--- src/rtl/cnt_pkg.sv ---
// Shared definitions for the counter compare/capture slice.
//   CNT_WIDTH   : default width of count, compare and capture data
//   CMP_RST_DEF : default reset value of the compare registers
//   cap_state_t : states of the one-entry capture buffer
package cnt_pkg;

  localparam int CNT_WIDTH   = 8;
  localparam int CMP_RST_DEF = 128;

  typedef enum logic {
    CAP_IDLE = 1'b0,
    CAP_FULL = 1'b1
  } cap_state_t;

endpackage

--- src/rtl/cnt_compare_if.sv ---
// Capture handshake between cnt_compare (producer) and its consumer.
//   cap_valid : captured data available (producer -> consumer)
//   cap_data  : captured count value     (producer -> consumer)
//   cap_ready : consumer accepts data    (consumer -> producer)
// Handshake: a transfer happens on a rising clk edge where cap_valid and
// cap_ready are both 1. While cap_valid=1 and cap_ready=0 the producer holds
// cap_data stable and keeps cap_valid asserted; cap_ready may be asserted
// independently of cap_valid.
interface cnt_compare_if
  import cnt_pkg::*;
#(
  parameter int WIDTH = CNT_WIDTH
);

  logic             cap_valid;
  logic             cap_ready;
  logic [WIDTH-1:0] cap_data;

  modport master (output cap_valid, output cap_data, input cap_ready);
  modport slave  (input cap_valid, input cap_data, output cap_ready);

endinterface

--- src/rtl/cnt_capture_buf.sv ---
// One-entry capture buffer: snapshots the count on cap_evt and holds it for
// a valid/ready consumer. An event arriving while the entry is full and not
// being drained is dropped and flagged in the sticky cap_ovf.
//   clk, res  : clock, async active-low reset
//   value     : current count from the upstream counter
//   cap_evt   : capture request (synchronous to clk)
//   cap_ready : consumer ready
//   ovf_clr   : clears cap_ovf (a simultaneous drop wins)
//   cap_valid : entry holds data
//   cap_data  : captured count
//   cap_ovf   : sticky dropped-event flag
//   state     : FSM state, exported for observation
module cnt_capture_buf
  import cnt_pkg::*;
#(
  parameter int WIDTH = CNT_WIDTH
) (
  input  logic             clk,
  input  logic             res,
  input  logic [WIDTH-1:0] value,
  input  logic             cap_evt,
  input  logic             cap_ready,
  input  logic             ovf_clr,
  output logic             cap_valid,
  output logic [WIDTH-1:0] cap_data,
  output logic             cap_ovf,
  output cap_state_t       state
);

  logic drop;

  // A full entry that is being drained this cycle can take the new event
  // in place of the old one, so only a non-drained full entry drops.
  assign drop = (state == CAP_FULL) && cap_evt && !cap_ready;

  always_ff @(posedge clk or negedge res) begin
    if (!res) begin
      state     <= CAP_IDLE;
      cap_valid <= 1'b0;
      cap_data  <= '0;
      cap_ovf   <= 1'b0;
    end else begin
      if (state == CAP_IDLE) begin
        if (cap_evt) begin
          cap_data  <= value;
          cap_valid <= 1'b1;
          state     <= CAP_FULL;
        end
      end else begin
        if (cap_ready) begin
          if (cap_evt) begin
            // Back-to-back: old entry handed off, new one loaded.
            cap_data <= value;
          end else begin
            cap_valid <= 1'b0;
            state     <= CAP_IDLE;
          end
        end
      end

      if (drop) begin
        cap_ovf <= 1'b1;
      end else if (ovf_clr) begin
        cap_ovf <= 1'b0;
      end
    end
  end

endmodule

--- src/rtl/cnt_compare.sv ---
// Compare/capture stage fed by a free-running counter. Produces a compare
// match pulse, a PWM level and a wrap pulse from a double-buffered compare
// register, and captures the count on an external event.
//   clk, res  : clock, async active-low reset
//   value     : count from upstream counter, consumed every cycle
//   cmp_wr    : load cmp_data into the compare shadow register
//   cmp_data  : new compare value
//   cap_evt   : capture event
//   ovf_clr   : clear sticky cap_ovf
//   cap       : capture handshake (cap_valid, cap_data out; cap_ready in)
//   match     : one-cycle pulse when the count arrives at the compare value
//   pwm       : high while count < active compare value
//   wrap      : one-cycle pulse after the count wraps
//   cap_ovf   : sticky, a capture event was dropped
//   cap_state : capture FSM state, exported for observation
module cnt_compare
  import cnt_pkg::*;
#(
  parameter int WIDTH   = CNT_WIDTH,
  parameter int CMP_RST = CMP_RST_DEF
) (
  input  logic             clk,
  input  logic             res,
  input  logic [WIDTH-1:0] value,
  input  logic             cmp_wr,
  input  logic [WIDTH-1:0] cmp_data,
  input  logic             cap_evt,
  input  logic             ovf_clr,
  cnt_compare_if.master    cap,
  output logic             match,
  output logic             pwm,
  output logic             wrap,
  output logic             cap_ovf,
  output cap_state_t       cap_state
);

  localparam logic [WIDTH-1:0] CMP_RST_V = WIDTH'(CMP_RST);

  logic [WIDTH-1:0] val_q;
  logic [WIDTH-1:0] active_q;
  logic [WIDTH-1:0] shadow_q;
  logic             pending;
  logic             wrap_det;

  // The count only ever moves upward except when it wraps, so a drop
  // against last cycle's value marks the period boundary.
  assign wrap_det = value < val_q;

  always_ff @(posedge clk or negedge res) begin
    if (!res) begin
      val_q    <= '0;
      active_q <= CMP_RST_V;
      shadow_q <= CMP_RST_V;
      pending  <= 1'b0;
      match    <= 1'b0;
      pwm      <= 1'b0;
      wrap     <= 1'b0;
    end else begin
      val_q <= value;
      wrap  <= wrap_det;
      // Requiring a change of count keeps match from repeating while the
      // counter is held at the compare value.
      match <= (value == active_q) && (value != val_q);
      pwm   <= value < active_q;

      // New compare values take effect only at a period boundary so a
      // PWM period is never truncated. A write landing exactly on the
      // boundary goes straight to the active register.
      if (cmp_wr && wrap_det) begin
        active_q <= cmp_data;
        shadow_q <= cmp_data;
        pending  <= 1'b0;
      end else if (cmp_wr) begin
        shadow_q <= cmp_data;
        pending  <= 1'b1;
      end else if (wrap_det && pending) begin
        active_q <= shadow_q;
        pending  <= 1'b0;
      end
    end
  end

  cnt_capture_buf #(
    .WIDTH (WIDTH)
  ) u_capture (
    .clk       (clk),
    .res       (res),
    .value     (value),
    .cap_evt   (cap_evt),
    .cap_ready (cap.cap_ready),
    .ovf_clr   (ovf_clr),
    .cap_valid (cap.cap_valid),
    .cap_data  (cap.cap_data),
    .cap_ovf   (cap_ovf),
    .state     (cap_state)
  );

endmodule
--- src/flat_wrapper.sv ---
// flat-port wrapper written by rule: the top's interface ports become plain ports
module cnt_compare_flat import cnt_pkg::*;
#(
  parameter int WIDTH   = CNT_WIDTH,
  parameter int CMP_RST = CMP_RST_DEF
)
  (clk, res, value, cmp_wr, cmp_data, cap_evt, ovf_clr, match, pwm, wrap, cap_ovf, cap_state, cap_cap_valid, cap_cap_data, cap_cap_ready);
  cnt_compare_if #(.WIDTH(WIDTH)) cap_i ();
  input  logic clk;
  input  logic res;
  input  logic [WIDTH-1:0] value;
  input  logic cmp_wr;
  input  logic [WIDTH-1:0] cmp_data;
  input  logic cap_evt;
  input  logic ovf_clr;
  output logic match;
  output logic pwm;
  output logic wrap;
  output logic cap_ovf;
  output cap_state_t cap_state;
  output wire logic [$bits(cap_i.cap_valid)-1:0] cap_cap_valid;
  output wire logic [$bits(cap_i.cap_data)-1:0] cap_cap_data;
  input wire logic [$bits(cap_i.cap_ready)-1:0] cap_cap_ready;
  assign cap_cap_valid = cap_i.cap_valid;
  assign cap_cap_data = cap_i.cap_data;
  assign cap_i.cap_ready = cap_cap_ready;
  cnt_compare #(.WIDTH(WIDTH), .CMP_RST(CMP_RST)) u_core (.clk(clk), .res(res), .value(value), .cmp_wr(cmp_wr), .cmp_data(cmp_data), .cap_evt(cap_evt), .ovf_clr(ovf_clr), .cap(cap_i), .match(match), .pwm(pwm), .wrap(wrap), .cap_ovf(cap_ovf), .cap_state(cap_state));
endmodule
--- config.mk ---
export PLATFORM = sky130hd
export DESIGN_NAME = cnt_compare_flat
export DESIGN_NICKNAME = d
export VERILOG_FILES = /design/src/rtl/cnt_pkg.sv /design/src/rtl/cnt_compare_if.sv /design/src/rtl/cnt_capture_buf.sv /design/src/rtl/cnt_compare.sv /design/src/flat_wrapper.sv
export SDC_FILE = /design/constraint.sdc
export NUM_CORES = 1
export LEC_CHECK = 0
export CAP_MARGIN = 10
export CORE_UTILIZATION = 54
export DETAILED_ROUTE_END_ITERATION = 6
export HOLD_SLACK_MARGIN = 0.12
export PLACE_DENSITY = 0.83
export REMOVE_ABC_BUFFERS = 1
export SYNTH_ARGS = -nofsm -noshare
export SYNTH_HDL_FRONTEND = slang
export SYNTH_HIERARCHICAL = 1
export SYNTH_SLANG_ARGS = --single-unit
--- constraint.sdc ---
create_clock -name clk -period 5.65 [get_ports clk]
set_input_delay 1.695 -clock clk [delete_from_list [all_inputs] [get_ports clk]]
set_output_delay 1.695 -clock clk [all_outputs]
set_load 0.03 [all_outputs]
==> results of run 1 <==
-- power groups by stage --
| stage | Combinational [mW] | Clock [mW] | Sequential (mW) |
|---|---|---|---|
| CTS | 0.199 | 0.163 | 0.339 |
| global placement | 0.186 | 0 | 0.342 |
| finish | 0.197 | 0.159 | 0.339 |
| detailed placement | 0.198 | 0 | 0.345 |
| global route | 0.214 | 0.178 | 0.343 |
| floorplan | 0.0921 | 0 | 0.370 |
-- sequential cells by signal, indices dropped and copies added, names as in the netlist --
register	count
u_core/active_q	8
u_core/shadow_q	8
u_core/u_capture/cap_data	8
u_core/val_q	8
u_core/match	1
u_core/pending	1
u_core/pwm	1
u_core/u_capture/cap_ovf	1
u_core/u_capture/cap_valid	1
u_core/u_capture/state	1
u_core/wrap	1
-- area by class of cell --
cell class                      instances  area share (%)
Sequential cell                        39            43.5
Multi-Input combinational cell         73            32.5
Timing Repair Buffer                   35            15.3
Inverter                               19            3.17
Clock buffer                            8            3.06
Tap cell                               44            2.45
-- metal layers --
metal	vias to the layer above	global-route usage (%)
li1	535	-
met1	566	24.8
met2	28	34.5
met3	7	8.08
met4	0	6.98
met5	-	0
-- synthesized netlist by cell type (2+ instances only) --
cell	number	area, sq um
dfrtp_1	37	926
inv_1	19	71.3
ha_1	16	200
mux2_2	16	180
mux2_4	8	120
nand2_1	4	15.0
nor2_1	4	15.0
a211oi_1	2	15.0
a21oi_1	2	10.0
dfstp_2	2	52.6
nand4_1	2	12.5
o21ai_0	2	10.0
-- cell families after synthesis --
kind of cell | after synthesis
fa+ha+maj | 16
mux | 24
buf+inv | 20
flops | 39
simple gates | 19
compound gates | 14
-- worst max-delay path: stages --
cell             delay [ps]
clkdlybuf4s50_1         480
ha_1                    360
a211oi_2                220
o22a_2                  190
nor4b_4                 480
mux2_2                  400
-- layout by cell type (no fill, tap or decap), drive strengths merged --
master / instances
or2b: 1
o21bai: 1
a21oi: 2
dfstp: 2
a21o: 1
mux2: 24
nand2b: 2
o211ai: 1
nor4b: 2
dfrtp: 37
a211oi: 3
nor2: 4
a31oi: 1
buf: 1
nand3: 1
o22ai: 1
clkbuf: 8
clkdlybuf4s50: 34
o21ai: 2
inv: 19
nor3: 1
nand2: 5
o22a: 2
nor2b: 1
ha: 16
nand4: 2
-- path summary, 6_finish.rpt --
check,start,end
worst min-delay path,u_core/shadow_q[3],u_core/shadow_q[3]
worst max-delay path,value[5],u_core/active_q[6]
worst max register to register,u_core/val_q[5],u_core/active_q[6]
max in group asynchronous,res,u_core/u_capture/cap_valid
min in group asynchronous,res,u_core/u_capture/cap_data[7]
worst min register to register,u_core/shadow_q[3],u_core/shadow_q[3]
-- through the flow --
stage / worst slack [ps] / util, %
3_3_place_gp: 1820 / 70.3
6_report: 2050 / 72.5
3_5_place_dp: 1700 / 70.3
4_1_cts: 2090 / 72.5
2_1_floorplan: 2440 / -
5_1_grt: 1990 / 72.5
==> flow_summary.yaml, run 1 <==
synthesis:
  yosysWarnings: 6
  synth_edf_count: 0
  synth_cells: 132
  synth-simple-area-share_pct: 7.28
  ys_async_sr_fraction_pct: 100
  synth_ff_type: "dfrtp_1"
  synth.distinct_cells: 30
  yosysSeqAreaShare_pct: 54.8
  syn_area_sq_mm: 0.00179
  synth_seq_cells: 39
  synthXorXnorAreaFrac_pct: 0
  synth_top_family_by_area: "multiplexers"
  synth_fa_ha_area_share_pct: 11.2
  synth_mux_area_share_pct: 16.8
  synth-compound-area-share_pct: 5.67
  synth.avg_cell_area_sq_um: 13.5
timing:
  worstMarginPinSlew_ps: 833
  final.setup.tns_ps: 0
  relSlewSlack_pct: 44.4
  finalCritPeriodShare_pct: 63.7
  rsz0062_at_grt: "no"
  hold_violations: 0
  clock.fmax_mhz: 278
  hold_slack_ps: 507
  period_needed_ps: 3600
  setup_viol: 0
  slew_viol_final: 0
  fin_skew_ps: 5.04
cells_and_area:
  syn_to_final_growth_pct: 26.0
  final_cell_count_no_fill: 218
  register_area_sq_um: 978
  nFillCells: 241
  drive_above_1_share_pct: 22.4
  final_cell_area_sq_mm: 0.00225
  fin_nets: 211
  antenna_cells: 0
  multi_input_area_sq_um: 732
power_and_ir_drop:
  power_frac_seq_pct: 48.8
  pwr-share-comb_pct: 28.3
  total_power_mw: 0.694
  swShare_pct: 29.0
  switchingPower_mw: 0.201
  power.density_mw_per_mm2: 309
  ir_drop_uv: 203
  p_int_mw: 0.493
  clockPowerShare_pct: 22.9
  p_leak_nw: 1.07
route:
  vias: 1136
  wl_per_cell_microns: 14.7
  routed.top_layer: "met4"
  wl_met3_microns: 162
  drc_errors: 0
  ant_nets: 0
  finalWirelength_microns: 3210
  first_pass_iters: 4
  m1WireLength_microns: 1390
  met2_length_microns: 1610
  vias_per_cell: 5.21
  drt_iter0_drc: 32
worst_setup_path:
  critPathKind: "input pin to flip-flop"
  crit_path_end_kind: "flip-flop"
  cp_max_fo: 8
  arrival_ps: 3830
  crit_path_start_kind: "input pin"
  required_ps: 5880
  rrSetupSlack_ps: 3550
  rr_worst_depth: 6
placed_design:
  port_buffers: 35
  gp_congestion: 0.795
  dp.cells: 210
  placed_cell_area_sq_mm: 0.00218
  post-dp-hpwl_microns: 2490
global_route:
  antenna_found_initial: 0
  grt_pass1_wl_microns: 5190
  grt-ovfl-total: 0
  grt_pass1_vias: 1139
  grt_util_all_layers_pct: 20.8
  grt_max_degree: 40
floorplanning:
  die_h_microns: 59.5
  start_util_pct: 57.6
  dieArea_sq_mm: 0.00354
  die_w_microns: 59.5
  core_sq_mm: 0.00310
  io_pins: 36
  num_rows: 20
cts:
  clk_pin_slew_ps: 100
  numCtsBuffers: 5
  cts_hold_buf: 0
  cts_num_sinks: 39
  cts-root-buf: "clkbuf_4"
  cts_resized: 0
  h-tree-depth: 2
  clock_path_buffers: 2
  cts_setup_buffers: 0
  clkLatencyLatePin_ps: 340
  cts_tree: "built"
run:
  cap_violations: 0
min_path:
  whs_path_depth: 1
  hp-class: "flip-flop to flip-flop"
outcome:
  outcome: "completed"
No activity file was read; power rests on OpenSTA's default activity.
==> inputs of run 2 (changes only) <==
- CORE_UTILIZATION: 54 -> 50
- PLACE_DENSITY: 0.83 -> 0.78
- clock period: 5.65 -> 3.35 ns (I/O delays scaled with it)
==> flow_summary.yaml, run 2 (synthesis results as in run 1) <==
worst_setup_path:
  crit_chain: "clkdlybuf4s50_1 -> ha_1 -> nand4_1 -> a211oi_1 -> nor4b_4 -> mux2_2"
  rr_worst_depth: 6
  cp-startpoint: "value[5]"
  crit_path_start_kind: "input pin"
  cp_slowest_cell: "nor4b_4"
  rrSetupSlack_ps: 1350
  arrival_ps: 3050
  r2r-end: "u_core/active_q[2]"
  r2r-start: "u_core/val_q[5]"
  max_stage_delay_ps: 540
  critPathKind: "input pin to flip-flop"
  crit_path_end_kind: "flip-flop"
  critPathCapture: "u_core/active_q[2]"
  required_ps: 3590
  cp_max_fo: 8
timing:
  finalCritPeriodShare_pct: 83.9
  fin_skew_ps: 8.70
  worst_slack_ps: 541
  relSlewSlack_pct: 43.0
  rsz0062_at_grt: "no"
  period_needed_ps: 2810
  worstMarginPinSlew_ps: 855
  slew_viol_final: 0
  clock.fmax_mhz: 356
  final.setup.tns_ps: 0
  setup_viol: 0
  hold_violations: 0
placed_design:
  place_ws_ps: 150
  dp.cells: 213
  port_buffers: 35
  gp_congestion: 0.890
  post-dp-hpwl_microns: 2420
power_and_ir_drop:
  p_leak_nw: 1.09
  power.density_mw_per_mm2: 537
  ir_drop_uv: 435
route:
  first_pass_iters: 4
  vias: 1138
  ant_nets: 0
  wl_per_cell_microns: 14.5
  drt_iter0_drc: 77
  drc_errors: 0
  finalWirelength_microns: 3200
  vias_per_cell: 5.15
min_path:
  hp-class: "flip-flop to flip-flop"
global_route:
  grt_max_degree: 40
  grt_pass1_wl_microns: 5080
  antenna_found_initial: 0
  grt_util_all_layers_pct: 19.2
  grt_pass1_vias: 1167
  grt-ovfl-total: 0
cells_and_area:
  drive_above_1_share_pct: 23.4
  mostFrequentLayoutCell: "dfrtp_1"
  final_cell_count_no_fill: 221
  fin_nets: 212
  nFillCells: 253
  final_cell_mix: "dfrtp_1, clkdlybuf4s50_1, inv_1"
  antenna_cells: 0
  syn_to_final_growth_pct: 27.5
outcome:
  outcome: "completed"
cts:
  h-tree-depth: 2
  cts_num_sinks: 39
  clkLatencyLatePin_ps: 340
  numCtsBuffers: 5
  clock_path_buffers: 2
  clk_pin_slew_ps: 110
  cts-root-buf: "clkbuf_4"
  cts_hold_buf: 0
  cts_setup_buffers: 0
  cts_tree: "built"
  cts_resized: 0
floorplanning:
  start_util_pct: 52.7
  core_sq_mm: 0.00339
  dieArea_sq_mm: 0.00382
  die_h_microns: 61.8
  die_w_microns: 61.8
  num_rows: 21
  io_pins: 36
run:
  cap_violations: 0
[run 2: routing by layer]
metal  global-route usage, %  wire length (microns)  vias to the layer above
li1                        -                      -                      538
met1                    21.8                   1370                      570
met2                    32.9                   1680                       28
met3                    7.66                    126                        2
met4                    6.67                     26                        0
met5                       0                      0                        -
[run 2: worst min-delay path by stage]
stage                  startpoint            endpoint  slack (ps)  cells past startpoint
6_report       u_core/shadow_q[3]  u_core/shadow_q[3]         510                      1
5_1_grt        u_core/shadow_q[2]  u_core/shadow_q[2]         530                      1
4_1_cts            u_core/pending      u_core/pending         520                      1
3_5_place_dp       u_core/pending      u_core/pending         490                      1
3_3_place_gp   u_core/shadow_q[3]  u_core/shadow_q[3]         480                      1
2_1_floorplan  u_core/shadow_q[0]  u_core/shadow_q[0]         470                      1
[run 2: area by class of cell]
cell class	count	area [sq um]	area share [%]
Sequential cell	39	978	42.9
Timing Repair Buffer	36	353	15.5
Inverter	19	71.3	3.13
Clock inverter	2	35.0	1.54
Multi-Input combinational cell	73	732	32.1
Clock buffer	6	51.3	2.25
Tap cell	46	57.6	2.53
[run 2: critical path, delay by kind of cell]
family / cells / cell delay [ps]
muxes: 1 / 400
and+or+nand+nor: 2 / 710
buffers and inverters: 1 / 470
AOI/OAI and AO/OA: 1 / 120
adders and majority gates: 1 / 350
[run 2: through the flow]
| stage | total power, mW | util, % | hold WS, ps | area, sq um |
|---|---|---|---|---|
| finish | 1.22 | 67.2 | 512 | 2280 |
| global route | 1.30 | 67.2 | 531 | 2280 |
| CTS | 1.24 | 67.2 | 516 | 2280 |
| detailed placement | 0.909 | 64.7 | 490 | 2190 |
| global placement | 0.894 | 64.7 | 485 | 2190 |
| floorplan | 0.779 | - | 468 | 1780 |
[run 2: where the power goes]
group	switching (mW)	internal, mW	total, mW
Combinational	0.158	0.167	0.326
Sequential	0.0314	0.540	0.572
Clock	0.150	0.176	0.326
Total	0.340	0.884	1.22
